`config.mk`:
```
export PLATFORM = sky130hd
export DESIGN_NAME = lcd_power_sequencer
export DESIGN_NICKNAME = d
export VERILOG_FILES = /design/src/rtl/lcd_power_sequencer.sv
export SDC_FILE = /design/constraint.sdc
export NUM_CORES = 1
export LEC_CHECK = 0
export BUFFER_PORTS_ARGS = -buffer_cell sky130_fd_sc_hd__buf_2
export CORE_MARGIN = 3
export CORE_UTILIZATION = 44
export CTS_CLUSTER_DIAMETER = 200
export DETAILED_ROUTE_END_ITERATION = 10
export GPL_TIMING_DRIVEN = 1
export PLACE_DENSITY_LB_ADDON = 0.15
export SLEW_MARGIN = 20
export SYNTH_ARGS = -nofsm -noshare
export SYNTH_HDL_FRONTEND = slang
export SYNTH_SLANG_ARGS = --single-unit
```
`constraint.sdc`:
```
create_clock -name lcd_clk -period 8.05 [get_ports lcd_clk]
set_input_delay 0.4025 -clock lcd_clk [delete_from_list [all_inputs] [get_ports lcd_clk]]
set_output_delay 0.4025 -clock lcd_clk [all_outputs]
set_load 0.05 [all_outputs]
```
`src/rtl/lcd_power_sequencer.sv`:
```
// LCD panel power sequencer (pixel-clock domain).
// Sequences the panel reset, enables the timing generators and waits for a few
// frames. It then ramps the backlight PWM duty toward the requested level.
// Loss of PLL lock forces a safe OFF state and raises a sticky fault.
module lcd_power_sequencer #(
  parameter int T_RST_LOW     = 1000,
  parameter int T_RST_WAIT    = 50000,
  parameter int SETTLE_FRAMES = 2,
  parameter int RAMP_STEP     = 1024,
  parameter int PWM_BITS      = 8
) (
  input  logic                lcd_clk,
  input  logic                sys_rst_n,
  input  logic                enable,
  input  logic                pll_locked,
  input  logic                lcd_vs,
  input  logic [PWM_BITS-1:0] bl_target,
  output logic                lcd_rst_n,
  output logic                timing_en,
  output logic                lcd_bl,
  output logic                ready,
  output logic                fault,
  output logic [2:0]          state
);

  typedef enum logic [2:0] {
    S_OFF      = 3'd0,
    S_RST_LOW  = 3'd1,
    S_RST_WAIT = 3'd2,
    S_SETTLE   = 3'd3,
    S_RAMP_UP  = 3'd4,
    S_ON       = 3'd5,
    S_RAMP_DN  = 3'd6
  } state_t;

  localparam logic [31:0] RST_LOW_LAST  = 32'(T_RST_LOW - 1);
  localparam logic [31:0] RST_WAIT_LAST = 32'(T_RST_WAIT - 1);
  localparam logic [7:0]  FRAME_LAST    = 8'(SETTLE_FRAMES - 1);
  localparam logic [15:0] STEP_LAST     = 16'(RAMP_STEP - 1);
  localparam logic [PWM_BITS-1:0] DUTY_ZERO = {PWM_BITS{1'b0}};
  localparam logic [PWM_BITS-1:0] DUTY_MAX  = {PWM_BITS{1'b1}};
  localparam logic [PWM_BITS-1:0] DUTY_ONE  = {{(PWM_BITS-1){1'b0}}, 1'b1};

  state_t              cur;
  state_t              nxt;
  logic [31:0]         cyc_cnt;
  logic [7:0]          frame_cnt;
  logic [15:0]         step_cnt;
  logic                vs_d;
  logic                vs_edge;
  logic                in_ramp;
  logic                duty_at_tgt;
  logic                step_fire;
  logic                fault_nx;
  logic [PWM_BITS-1:0] duty;
  logic [PWM_BITS-1:0] duty_tgt;
  logic [PWM_BITS-1:0] duty_step;
  logic [PWM_BITS-1:0] duty_nx;
  logic [PWM_BITS-1:0] pwm_cnt;
  logic [PWM_BITS-1:0] pwm_nx;

  // vs_d is held at 0 outside SETTLE, so VS already high on entry counts as an edge.
  assign vs_edge     = ~vs_d & lcd_vs;
  assign in_ramp     = (cur == S_RAMP_UP) || (cur == S_ON) || (cur == S_RAMP_DN);
  assign duty_tgt    = (cur == S_RAMP_DN) ? DUTY_ZERO : bl_target;
  assign duty_at_tgt = (duty == duty_tgt);
  assign step_fire   = in_ramp && !duty_at_tgt && (step_cnt == STEP_LAST);
  assign pwm_nx      = pwm_cnt + DUTY_ONE;
  assign state       = cur;

  // Next-state, next-duty and fault logic; PLL loss overrides every other decision.
  always_comb begin
    nxt       = cur;
    fault_nx  = fault;
    duty_step = duty;
    duty_nx   = duty;
    case (cur)
      S_OFF: begin
        if (enable && pll_locked && !fault) nxt = S_RST_LOW;
        else nxt = S_OFF;
      end
      S_RST_LOW: begin
        if (!enable) nxt = S_OFF;
        else if (cyc_cnt == RST_LOW_LAST) nxt = S_RST_WAIT;
        else nxt = S_RST_LOW;
      end
      S_RST_WAIT: begin
        if (!enable) nxt = S_OFF;
        else if (cyc_cnt == RST_WAIT_LAST) nxt = S_SETTLE;
        else nxt = S_RST_WAIT;
      end
      S_SETTLE: begin
        if (!enable) nxt = S_RAMP_DN;
        else if (vs_edge && (frame_cnt == FRAME_LAST)) nxt = S_RAMP_UP;
        else nxt = S_SETTLE;
      end
      S_RAMP_UP: begin
        if (!enable) nxt = S_RAMP_DN;
        else if (duty == bl_target) nxt = S_ON;
        else nxt = S_RAMP_UP;
      end
      S_ON: begin
        if (!enable) nxt = S_RAMP_DN;
        else nxt = S_ON;
      end
      S_RAMP_DN: begin
        if (duty == DUTY_ZERO) nxt = S_OFF;
        else nxt = S_RAMP_DN;
      end
      default: nxt = S_OFF;
    endcase

    // One LSB toward the target per step, saturating at both ends.
    if (step_fire) begin
      if (duty < duty_tgt) duty_step = (duty != DUTY_MAX) ? duty + DUTY_ONE : duty;
      else duty_step = (duty != DUTY_ZERO) ? duty - DUTY_ONE : duty;
    end else begin
      duty_step = duty;
    end

    if ((cur != S_OFF) && !pll_locked) begin
      nxt      = S_OFF;
      fault_nx = 1'b1;
    end else if (!enable) begin
      fault_nx = 1'b0;
    end else begin
      fault_nx = fault;
    end

    // The backlight is never lit outside the ramp/on states.
    if (nxt inside {S_OFF, S_RST_LOW, S_RST_WAIT, S_SETTLE}) duty_nx = DUTY_ZERO;
    else duty_nx = duty_step;
  end

  // State register with output decode taken from the next state so outputs align with state.
  always_ff @(posedge lcd_clk) begin
    if (!sys_rst_n) begin
      cur       <= S_OFF;
      lcd_rst_n <= 1'b0;
      timing_en <= 1'b0;
      ready     <= 1'b0;
      fault     <= 1'b0;
    end else begin
      cur       <= nxt;
      lcd_rst_n <= !((nxt == S_OFF) || (nxt == S_RST_LOW));
      timing_en <= (nxt == S_SETTLE) || (nxt == S_RAMP_UP) || (nxt == S_ON) || (nxt == S_RAMP_DN);
      ready     <= (nxt == S_ON);
      fault     <= fault_nx;
    end
  end

  // Cycle, frame and step counters; all clear whenever the state changes.
  always_ff @(posedge lcd_clk) begin
    if (!sys_rst_n) begin
      cyc_cnt   <= 32'd0;
      frame_cnt <= 8'd0;
      step_cnt  <= 16'd0;
      vs_d      <= 1'b0;
    end else begin
      vs_d <= (cur == S_SETTLE) ? lcd_vs : 1'b0;
      if (nxt != cur) begin
        cyc_cnt   <= 32'd0;
        frame_cnt <= 8'd0;
        step_cnt  <= 16'd0;
      end else begin
        cyc_cnt   <= cyc_cnt + 32'd1;
        frame_cnt <= (vs_edge && (cur == S_SETTLE)) ? frame_cnt + 8'd1 : frame_cnt;
        step_cnt  <= (step_fire || duty_at_tgt || !in_ramp) ? 16'd0 : step_cnt + 16'd1;
      end
    end
  end

  // Backlight duty and free-running PWM; lcd_bl reflects the compare of the new register values.
  always_ff @(posedge lcd_clk) begin
    if (!sys_rst_n) begin
      duty    <= DUTY_ZERO;
      pwm_cnt <= DUTY_ZERO;
      lcd_bl  <= 1'b0;
    end else begin
      duty    <= duty_nx;
      pwm_cnt <= pwm_nx;
      lcd_bl  <= (pwm_nx < duty_nx);
    end
  end

endmodule

```
==> results.py, run 1 <==
metrics = {
    "global_route": {
        "grt_pass1_vias": 3629,
        "use_met1_pct": 24.6,
        "grt_pass1_wl_microns": 17000,
        "use_met2_pct": 28.4,
        "grt_usage_pct": 18.2,
        "grt_busiest_layer": "met2",
        "grt_overflow": 0,
        "grt_antenna_before_repair": 0,
        "grt_max_degree": 40,
        "grtUsageMet3_pct": 5.28,
    },
    "detailed_routing": {
        "antenna_left": 0,
        "drt_iter0_drc": 278,
        "wirelength_microns": 9930,
        "viasPerCell": 5.49,
        "dr.pass1.iters": 4,
        "drcViolationCount": 0,
        "via_count": 3765,
        "routedWlPerCell_microns": 14.5,
    },
    "floorplanning": {
        "fp-row-count": 36,
        "core_region_area_sq_um": 9950,
        "fp.dieArea_sq_um": 11600,
        "io_pins": 21,
        "die_h_microns": 108,
        "initial_core_util_pct": 45.9,
        "die_w_microns": 108,
    },
    "sta": {
        "worst_slew_pin_slew_ps": 791,
        "hold_ws_ps": 279,
        "fin_setup_tns_ps": 0,
        "fin_crit_sh_pct": 49.6,
        "slew_viol_final": 0,
        "setup_viol": 0,
        "hold_viol": 0,
        "rsz0062_at_grt": "no",
        "clock_skew_ps": 15.1,
        "timing.fmax_ghz": 0.250,
        "setup_slack_ps": 4060,
        "min_period_ps": 3990,
        "slew_headroom_pct": 47.2,
    },
    "clock_tree": {
        "cts_resized": 0,
        "cts_buffers": 9,
        "clkTransAtPathRegs_ps": 80,
        "clock_path_buffers": 2,
        "postCtsSetupBuffers": 0,
        "cts_tree": "done",
        "clk_latency_ps": 360,
        "cts_sinks": 81,
        "htreeDepth": 3,
        "cts_root_buffer": "clkbuf_8",
        "cts_hold_buf": 0,
    },
    "setup_path": {
        "required_ps": 8350,
        "crit_family": "compound AO/OA/AOI/OAI gates",
        "crit_path_end_kind": "register",
        "crit_fanout": 13,
        "crit_chain": "inv_1 -> nand3_1 -> nand2_1 -> ha_1 -> nor2b_1 -> o211ai_1 -> a21oi_1 -> o21ai_0 -> o221ai_1 -> a22o_1 -> nand2_1 -> ha_1 -> a21o_1 -> a21oi_1 -> nor2b_1 -> nor3_1 -> nand2_1 -> o21ai_0",
        "path_buf_inv": 1,
        "reg2reg_slack_ps": 4060,
        "start_kind": "register",
        "critPathMaxStageDelay_ps": 560,
        "critPathArrivalTime_ps": 4290,
        "path_class": "register to register",
        "path_common_cell": "nand2_1",
        "slowest_stage": "dfxtp_1",
    },
    "placement": {
        "dp_hpwl_microns": 7370,
        "gp_congestion": 0.870,
        "port_buffers": 20,
        "pre_cts_slack_ps": 4080,
    },
    "synthesis": {
        "synth_top_area_share_pct": 35.5,
        "syn_inst": 538,
        "yosysSeqAreaShare_pct": 35.5,
        "synth_cell_types": 60,
        "synth_nets": 573,
        "synth-seq-cells": 81,
        "synth-edff-count": 0,
        "synthTopCellsByArea": "dfxtp_1 (36%), xor2_1 (8.1%), nor2_1 (6.2%)",
        "avgSynthCellArea_sq_um": 8.49,
        "yosys_warnings": 0,
        "ys.flop_type": "dfxtp_1",
        "syn-cell-area_sq_um": 4570,
        "async_flop_share_pct": 0,
        "synth_top_area_cell": "dfxtp_1",
    },
    "power": {
        "powerDensity_nw_per_um2": 149,
        "ir_drop_mv": 0.158,
        "leakage_nw": 1.91,
        "power_uw": 732,
    },
    "finish": {
        "fillers": 998,
        "antenna_cells": 0,
        "layout_common_cells": "dfxtp_1 (81), nor2_1 (75), xor2_1 (42)",
        "drive_gt1_share_pct": 9.40,
        "area_delta_synth_final_pct": 7.48,
        "final_common_cell": "dfxtp_1",
        "nets": 586,
        "utilization_pct": 49.3,
    },
    "flow_run": {
        "maxCapViolCount": 0,
    },
    "hold_path": {
        "hp-class": "primary input to register",
    },
    "run_status": {
        "status": "completed",
    },
}
## tightest hold or removal path: stages
cell,delay (ps)
buf_2,110
nand2_1,50
nor3_1,40
## state kept, by name (all words and copies together) (netlist names)
| name | cells |
|---|---|
| duty | 8 |
| frame_cnt | 8 |
| step_cnt | 16 |
| fault | 1 |
| timing_en | 1 |
| pwm_cnt | 8 |
| lcd_bl | 1 |
| ready | 1 |
| vs_d | 1 |
| cyc_cnt | 32 |
| lcd_rst_n | 1 |
| state | 3 |
## logic make-up after synthesis
group           Yosys count  share of synthesized area, %
fa+ha+maj                22                          6.03
simple gates            269                          31.5
compound gates           64                          10.3
xor+xnor                 66                          12.7
buf+inv                  32                          3.12
flops                    81                          35.5
mux                       4                         0.904
## cell type report
type | instances | area (sq um) | area share (%)
Multi-Input combinational cell | 425 | 2800 | 57.1
Sequential cell | 81 | 1620 | 33.0
Tap cell | 133 | 166 | 3.39
Clock buffer | 12 | 135 | 2.75
Timing Repair Buffer | 20 | 100 | 2.04
Inverter | 14 | 52.6 | 1.07
Clock inverter | 1 | 30.0 | 0.612
## power breakdown
part	leakage, nW	total [mW]	switching, mW	internal (mW)
clock	0.0824	0.275	0.137	0.139
combinational	1.18	0.0485	0.0328	0.0157
sequential	0.654	0.408	0.00385	0.404
total	1.91	0.732	0.173	0.559
## per-stage QoR
stage,instances,instance area (sq um)
after floorplan,538,4570
after CTS,686,4910
final,686,4910
after detailed placement,673,4740
after global placement,673,4740
after global routing,686,4910
## metal layers
metal	vias to the layer above	wire [microns]	part of all wire (%)
li1	1915	-	-
met1	1772	4870	49
met2	65	4440	45
met3	13	431	4.3
met4	0	182	1.8
met5	-	0	0
## worst paths after layout
check | from | end | depth (start not counted)
worst min-delay path | lcd_vs | vs_d | 3
worst max-delay path | state[0] | lcd_bl | 18
worst min register to register | cyc_cnt[0] | cyc_cnt[0] | 1
worst max register to register | state[0] | lcd_bl | 18
## synth_stat cells (11+ instances only)
cell and number:
xor2_1 42, dfxtp_1 81, ha_1 22, clkbuf_1 13, nand3_1 33, xnor2_1 24, and3_1 25, and2_1 11
nor2_1 75, nand2_1 40, nor3_1 18, a21oi_1 15, nand4_1 17, inv_1 14
Power figures use the tool's default switching activity.
==> run 2: changes to the inputs <==
==> constraint.sdc (replaced) <==
create_clock -name lcd_clk -period 3.9 [get_ports lcd_clk]
set_input_delay 0.195 -clock lcd_clk [delete_from_list [all_inputs] [get_ports lcd_clk]]
set_output_delay 0.195 -clock lcd_clk [all_outputs]
set_load 0.05 [all_outputs]
==> results.py, run 2 (synthesis gave the netlist of run 1 again) <==
metrics = {
    "finish": {
        "final_common_cell": "dfxtp_1",
        "multiInputGateArea_sq_um": 2810,
        "layout_common_cells": "dfxtp_1 (79), nor2_1 (75), xor2_1 (42)",
        "largest_register_ffs": 32,
        "fillers": 953,
        "nets": 594,
        "area_delta_synth_final_pct": 9.48,
        "drive_gt1_share_pct": 12.1,
        "largestRegisters": "cyc_cnt x32, step_cnt x16",
        "seq_area_sq_um": 1620,
        "top_register": "cyc_cnt",
        "antenna_cells": 0,
    },
    "power": {
        "leakage_nw": 1.97,
        "ir_drop_mv": 0.222,
        "powerDensity_nw_per_um2": 305,
        "p_int_mw": 1.16,
        "power.share.switching_pct": 23.9,
        "p_seq_share_pct": 55.2,
        "switchingPower_uw": 365,
        "power_mw": 1.53,
        "p_clk_share_pct": 38.1,
        "p_comb_share_pct": 6.8,
    },
    "clock_tree": {
        "postCtsSetupBuffers": 0,
        "cts_tree": "done",
        "cts_sinks": 81,
        "htreeDepth": 3,
        "clock_path_buffers": 2,
        "cts_root_buffer": "clkbuf_8",
        "clkTransAtPathRegs_ps": 80,
        "clk_latency_ps": 340,
        "cts_hold_buf": 0,
        "cts_buffers": 9,
    },
    "setup_path": {
        "crit_fanout": 13,
        "path_common_cell": "nand2_1",
        "crit_chain": "inv_1 -> nand3_2 -> nand2_1 -> ha_1 -> nor2b_1 -> o211ai_1 -> a21o_1 -> a21boi_1 -> mux2_2 -> a22o_1 -> nand2_1 -> ha_1 -> a21o_1 -> a21oi_1 -> nor2b_1 -> nor3_1 -> nand2_1 -> o21ai_0",
        "r2r_end": "lcd_bl",
        "crit_family": "compound AO/OA/AOI/OAI gates",
        "path_class": "register to register",
        "reg2reg_slack_ps": 350,
        "start_kind": "register",
        "critPathMaxStageDelay_ps": 450,
        "slowest_stage": "dfxtp_2",
        "r2r_start": "state[0]",
        "required_ps": 4170,
        "crit_path_end_kind": "register",
        "path_buf_inv": 1,
        "critPathArrivalTime_ps": 3810,
        "ff2ff_path_depth": 18,
    },
    "detailed_routing": {
        "wirelength_microns": 10200,
        "viasPerCell": 5.53,
        "via_count": 3851,
        "antenna_left": 0,
        "drt_iter0_drc": 191,
        "drcViolationCount": 0,
        "dr.pass1.iters": 4,
        "routedWlPerCell_microns": 14.7,
    },
    "sta": {
        "fin_setup_tns_ps": 0,
        "slew_viol_final": 0,
        "min_period_ps": 3550,
        "rsz0062_at_grt": "no",
        "hold_ws_ps": 88.7,
        "fin_crit_sh_pct": 91.0,
        "clock_skew_ps": 14.1,
        "setup_viol": 0,
        "worst_slew_pin_slew_ps": 903,
        "timing.fmax_ghz": 0.282,
        "hold_viol": 0,
        "slew_headroom_pct": 39.6,
    },
    "hold_path": {
        "hp-class": "primary input to register",
        "hp-start": "lcd_vs",
        "whs_path_depth": 3,
        "whs_endpoint": "vs_d",
    },
    "floorplanning": {
        "core_region_area_sq_um": 9950,
        "initial_core_util_pct": 45.9,
        "die_h_microns": 108,
        "io_pins": 21,
        "die_w_microns": 108,
        "fp.dieArea_sq_um": 11600,
        "fp-row-count": 36,
    },
    "placement": {
        "gp_congestion": 0.869,
        "port_buffers": 20,
        "dp_hpwl_microns": 7630,
    },
    "global_route": {
        "grt_pass1_wl_microns": 17700,
        "grt_overflow": 0,
        "grt_usage_pct": 18.7,
        "grt_pass1_vias": 3693,
        "grt_max_degree": 23,
        "grt_antenna_before_repair": 0,
    },
    "flow_run": {
        "maxCapViolCount": 0,
    },
    "run_status": {
        "status": "completed",
    },
}
==> run 2: what timing repair did <==
action	4_1_cts	5_1_grt
gates resized for setup	0	3
endpoints found under the hold margin	0	0
endpoints found under the setup margin	0	1
==> run 2: how the worst max path moves through the flow <==
stage | from | endpoint | slack [ps] | cells past startpoint
final | state[0] | lcd_bl | 350 | 18
after global routing | state[0] | lcd_bl | 20 | 18
after CTS | state[0] | lcd_bl | 180 | 18
after detailed placement | state[0] | lcd_bl | 200 | 18
after global placement | state[0] | lcd_bl | 400 | 18
after floorplan | state[2] | lcd_bl | 40 | 18
==> run 2: routing by layer <==
layer	vias to the layer above	global-route usage (%)	part of all wire, %
met4	0	4.96	1.7
li1	1937	-	-
met5	-	0	0
met1	1820	26.3	51
met2	75	29.2	44
met3	19	3.78	3.4
==> run 2: through the flow <==
stage | instance area, sq um | util (%) | std cells | worst slack, ps
after floorplan | 4570 | - | 538 | 38.3
after global placement | 4810 | 48.3 | 681 | 398
after detailed placement | 4810 | 48.3 | 681 | 201
after CTS | 4990 | 50.1 | 696 | 179
after global routing | 5000 | 50.2 | 696 | 22.4
final | 5000 | 50.2 | 696 | 352
==> run 2: cell type report <==
type / instances / area share, %
Clock buffer: 10 / 2.55
Clock inverter: 5 / 1.15
Inverter: 14 / 1.05
Multi-Input combinational cell: 425 / 56.2
Sequential cell: 81 / 32.5
Tap cell: 133 / 3.33
Timing Repair Buffer: 28 / 3.20
==> run 2: worst reg2reg max path: cells and delay by family, from the launching register on <==
| family | cells | cell delay [ps] |
|---|---|---|
| AOI/OAI and AO/OA | 7 | 1220 |
| and+or+nand+nor | 7 | 770 |
| adders and majority gates | 2 | 540 |
| DFF | 1 | 450 |
| muxes | 1 | 360 |
| buffers and inverters | 1 | 130 |
==> run 2: power by group through the flow <==
| stage | clock (mW) | sequential (mW) | combinational [mW] |
|---|---|---|---|
| floorplan | 0 | 0.868 | 0.0706 |
| detailed placement | 0 | 0.861 | 0.104 |
| finish | 0.581 | 0.842 | 0.103 |
| CTS | 0.608 | 0.842 | 0.105 |
| global placement | 0 | 0.861 | 0.102 |
| global route | 0.640 | 0.844 | 0.117 |
==> run 3: changes to the inputs <==
--- a/config.mk
+++ b/config.mk
@@ -5,11 +5,11 @@
 export SDC_FILE = /design/constraint.sdc
 export NUM_CORES = 1
 export LEC_CHECK = 0
-export BUFFER_PORTS_ARGS = -buffer_cell sky130_fd_sc_hd__buf_2
 export CORE_MARGIN = 3
 export CORE_UTILIZATION = 44
 export CTS_CLUSTER_DIAMETER = 200
 export DETAILED_ROUTE_END_ITERATION = 10
+export DONT_BUFFER_PORTS = 1
 export GPL_TIMING_DRIVEN = 1
 export PLACE_DENSITY_LB_ADDON = 0.15
 export SLEW_MARGIN = 20
==> results.py, run 3 (synthesis gave the netlist of run 1 again) <==
metrics = {
    "floorplanning": {
        "io_pins": 21,
        "fp.dieArea_sq_um": 11600,
        "initial_core_util_pct": 45.9,
        "die_h_microns": 108,
        "die_w_microns": 108,
        "core_region_area_sq_um": 9950,
        "fp-row-count": 36,
    },
    "clock_tree": {
        "clkTransAtPathRegs_ps": 90,
        "cts_tree": "done",
        "clk_latency_ps": 360,
        "cts_root_buffer": "clkbuf_8",
        "cts_sinks": 81,
        "postCtsSetupBuffers": 0,
        "htreeDepth": 3,
        "cts_buffers": 9,
        "clock_path_buffers": 2,
    },
    "sta": {
        "setup_viol": 0,
        "setup_slack_ps": 401,
        "clock_skew_ps": 19.5,
        "hold_viol": 0,
        "hold_ws_ps": 37.5,
        "slew_viol_final": 0,
        "slew_headroom_pct": 40.7,
        "fin_setup_tns_ps": 0,
        "min_period_ps": 3500,
        "timing.fmax_ghz": 0.286,
        "fin_crit_sh_pct": 89.7,
        "worst_slew_pin_slew_ps": 887,
        "rsz0062_at_grt": "no",
    },
    "hold_path": {
        "whs_path_depth": 1,
        "whs_endpoint": "duty[6]",
        "hp-start": "sys_rst_n",
        "hp-class": "primary input to register",
    },
    "setup_path": {
        "slowest_stage": "nor4b_1",
        "crit_path_end_kind": "register",
        "critPathArrivalTime_ps": 3780,
        "path_class": "register to register",
        "crit_fanout": 9,
        "path_buf_inv": 1,
        "required_ps": 4180,
        "reg2reg_slack_ps": 400,
        "r2r_end": "lcd_bl",
        "path_common_cell": "nand2_1",
        "crit_chain": "inv_1 -> ha_1 -> nor4b_1 -> nand2_1 -> a21boi_1 -> mux2_2 -> a22o_1 -> nand2_1 -> ha_1 -> a21o_1 -> a21oi_1 -> nor2b_1 -> nor3_1 -> nand2_1 -> o21ai_0",
        "crit_family": "simple AND/OR/NAND/NOR gates",
        "ff2ff_path_depth": 15,
        "r2r_start": "duty[0]",
        "critPathMaxStageDelay_ps": 660,
        "start_kind": "register",
    },
    "global_route": {
        "grt_pass1_wl_microns": 17800,
        "grt_max_degree": 40,
        "grt_usage_pct": 19.0,
        "grt_overflow": 0,
        "grt_pass1_vias": 3688,
        "grt_antenna_before_repair": 0,
    },
    "finish": {
        "stdcell_count": 684,
        "largest_register_ffs": 32,
        "antenna_cells": 0,
        "largestRegisters": "cyc_cnt x32, step_cnt x16",
        "top_register": "cyc_cnt",
        "drive_gt1_share_pct": 9.62,
        "final_common_cell": "dfxtp_1",
        "nets": 581,
        "layout_common_cells": "dfxtp_1 (79), nor2_1 (75), xor2_1 (42)",
        "utilization_pct": 50.1,
        "area_delta_synth_final_pct": 9.26,
    },
    "detailed_routing": {
        "routedWlPerCell_microns": 15.1,
        "drt_iter0_drc": 334,
        "wirelength_microns": 10300,
        "antenna_left": 0,
        "viasPerCell": 5.50,
        "drcViolationCount": 0,
        "via_count": 3765,
        "dr.pass1.iters": 4,
    },
    "flow_run": {
        "maxCapViolCount": 0,
    },
    "power": {
        "p_comb_share_pct": 5.4,
        "power.share.switching_pct": 26.1,
        "p_int_mw": 1.17,
        "ir_drop_mv": 0.213,
        "switchingPower_uw": 414,
        "p_seq_share_pct": 53.4,
        "powerDensity_nw_per_um2": 318,
        "p_clk_share_pct": 41.2,
        "leakage_nw": 1.92,
    },
    "placement": {
        "port_buffers": 0,
        "dpl.cell_count": 664,
        "gp_congestion": 0.919,
        "pre_cts_slack_ps": 293,
        "dp_hpwl_microns": 7540,
    },
    "run_status": {
        "status": "completed",
    },
}
==> run 3: changes by cell type in the layout (fill, tap and decap cells not counted), sizes merged <==
cell         previous run  this run
clkinvlp                0         1
buf                    28        11
dlygate4sd3             0         4
inv                    14        16
clkinv                  4         3
clkbuf                 10         9
==> run 3: layer usage <==
metal	wire length (microns)	global-route usage, %
met5	0	0
met4	110	5.23
met3	515	3.30
met2	4620	30.3
met1	5090	26.3
==> run 3: area by class of cell <==
cell class / count / area (sq um)
tap: 133 / 166
clock inverter: 7 / 88.8
clock buffer: 9 / 124
multi-input combinational: 425 / 2810
inverter: 14 / 52.6
timing repair buffer: 15 / 123
fill: 930 / 4960
sequential: 81 / 1620
==> run 3: worst max path at each step <==
stage             start      to  slack (ps)  cells past startpoint
6_report        duty[0]  lcd_bl         400                     15
3_3_place_gp   state[0]  lcd_bl         350                     18
2_1_floorplan  state[2]  lcd_bl          40                     18
3_5_place_dp   state[0]  lcd_bl         290                     18
5_1_grt         duty[0]  lcd_bl          40                     16
4_1_cts        state[0]  lcd_bl         260                     18
==> run 3: power groups by stage <==
stage	Combinational, mW	Sequential, mW	Clock [mW]
floorplan	0.0706	0.868	0
global placement	0.0796	0.867	0
detailed placement	0.0801	0.868	0
CTS	0.0853	0.848	0.678
global route	0.0965	0.850	0.710
finish	0.0850	0.848	0.654
==> run 3: stage by stage <==
stage / power (mW) / cell area, sq um
6_report: 1.59 / 4990
5_1_grt: 1.66 / 4990
4_1_cts: 1.61 / 4980
3_5_place_dp: 0.948 / 4730
3_3_place_gp: 0.947 / 4730
2_1_floorplan: 0.938 / 4570
==> run 3: what timing repair did <==
action	4_1_cts	5_1_grt
endpoints found under the hold margin	9	0
hold buffers	4	0
resized for setup	0	3
endpoints found under the setup margin	0	1
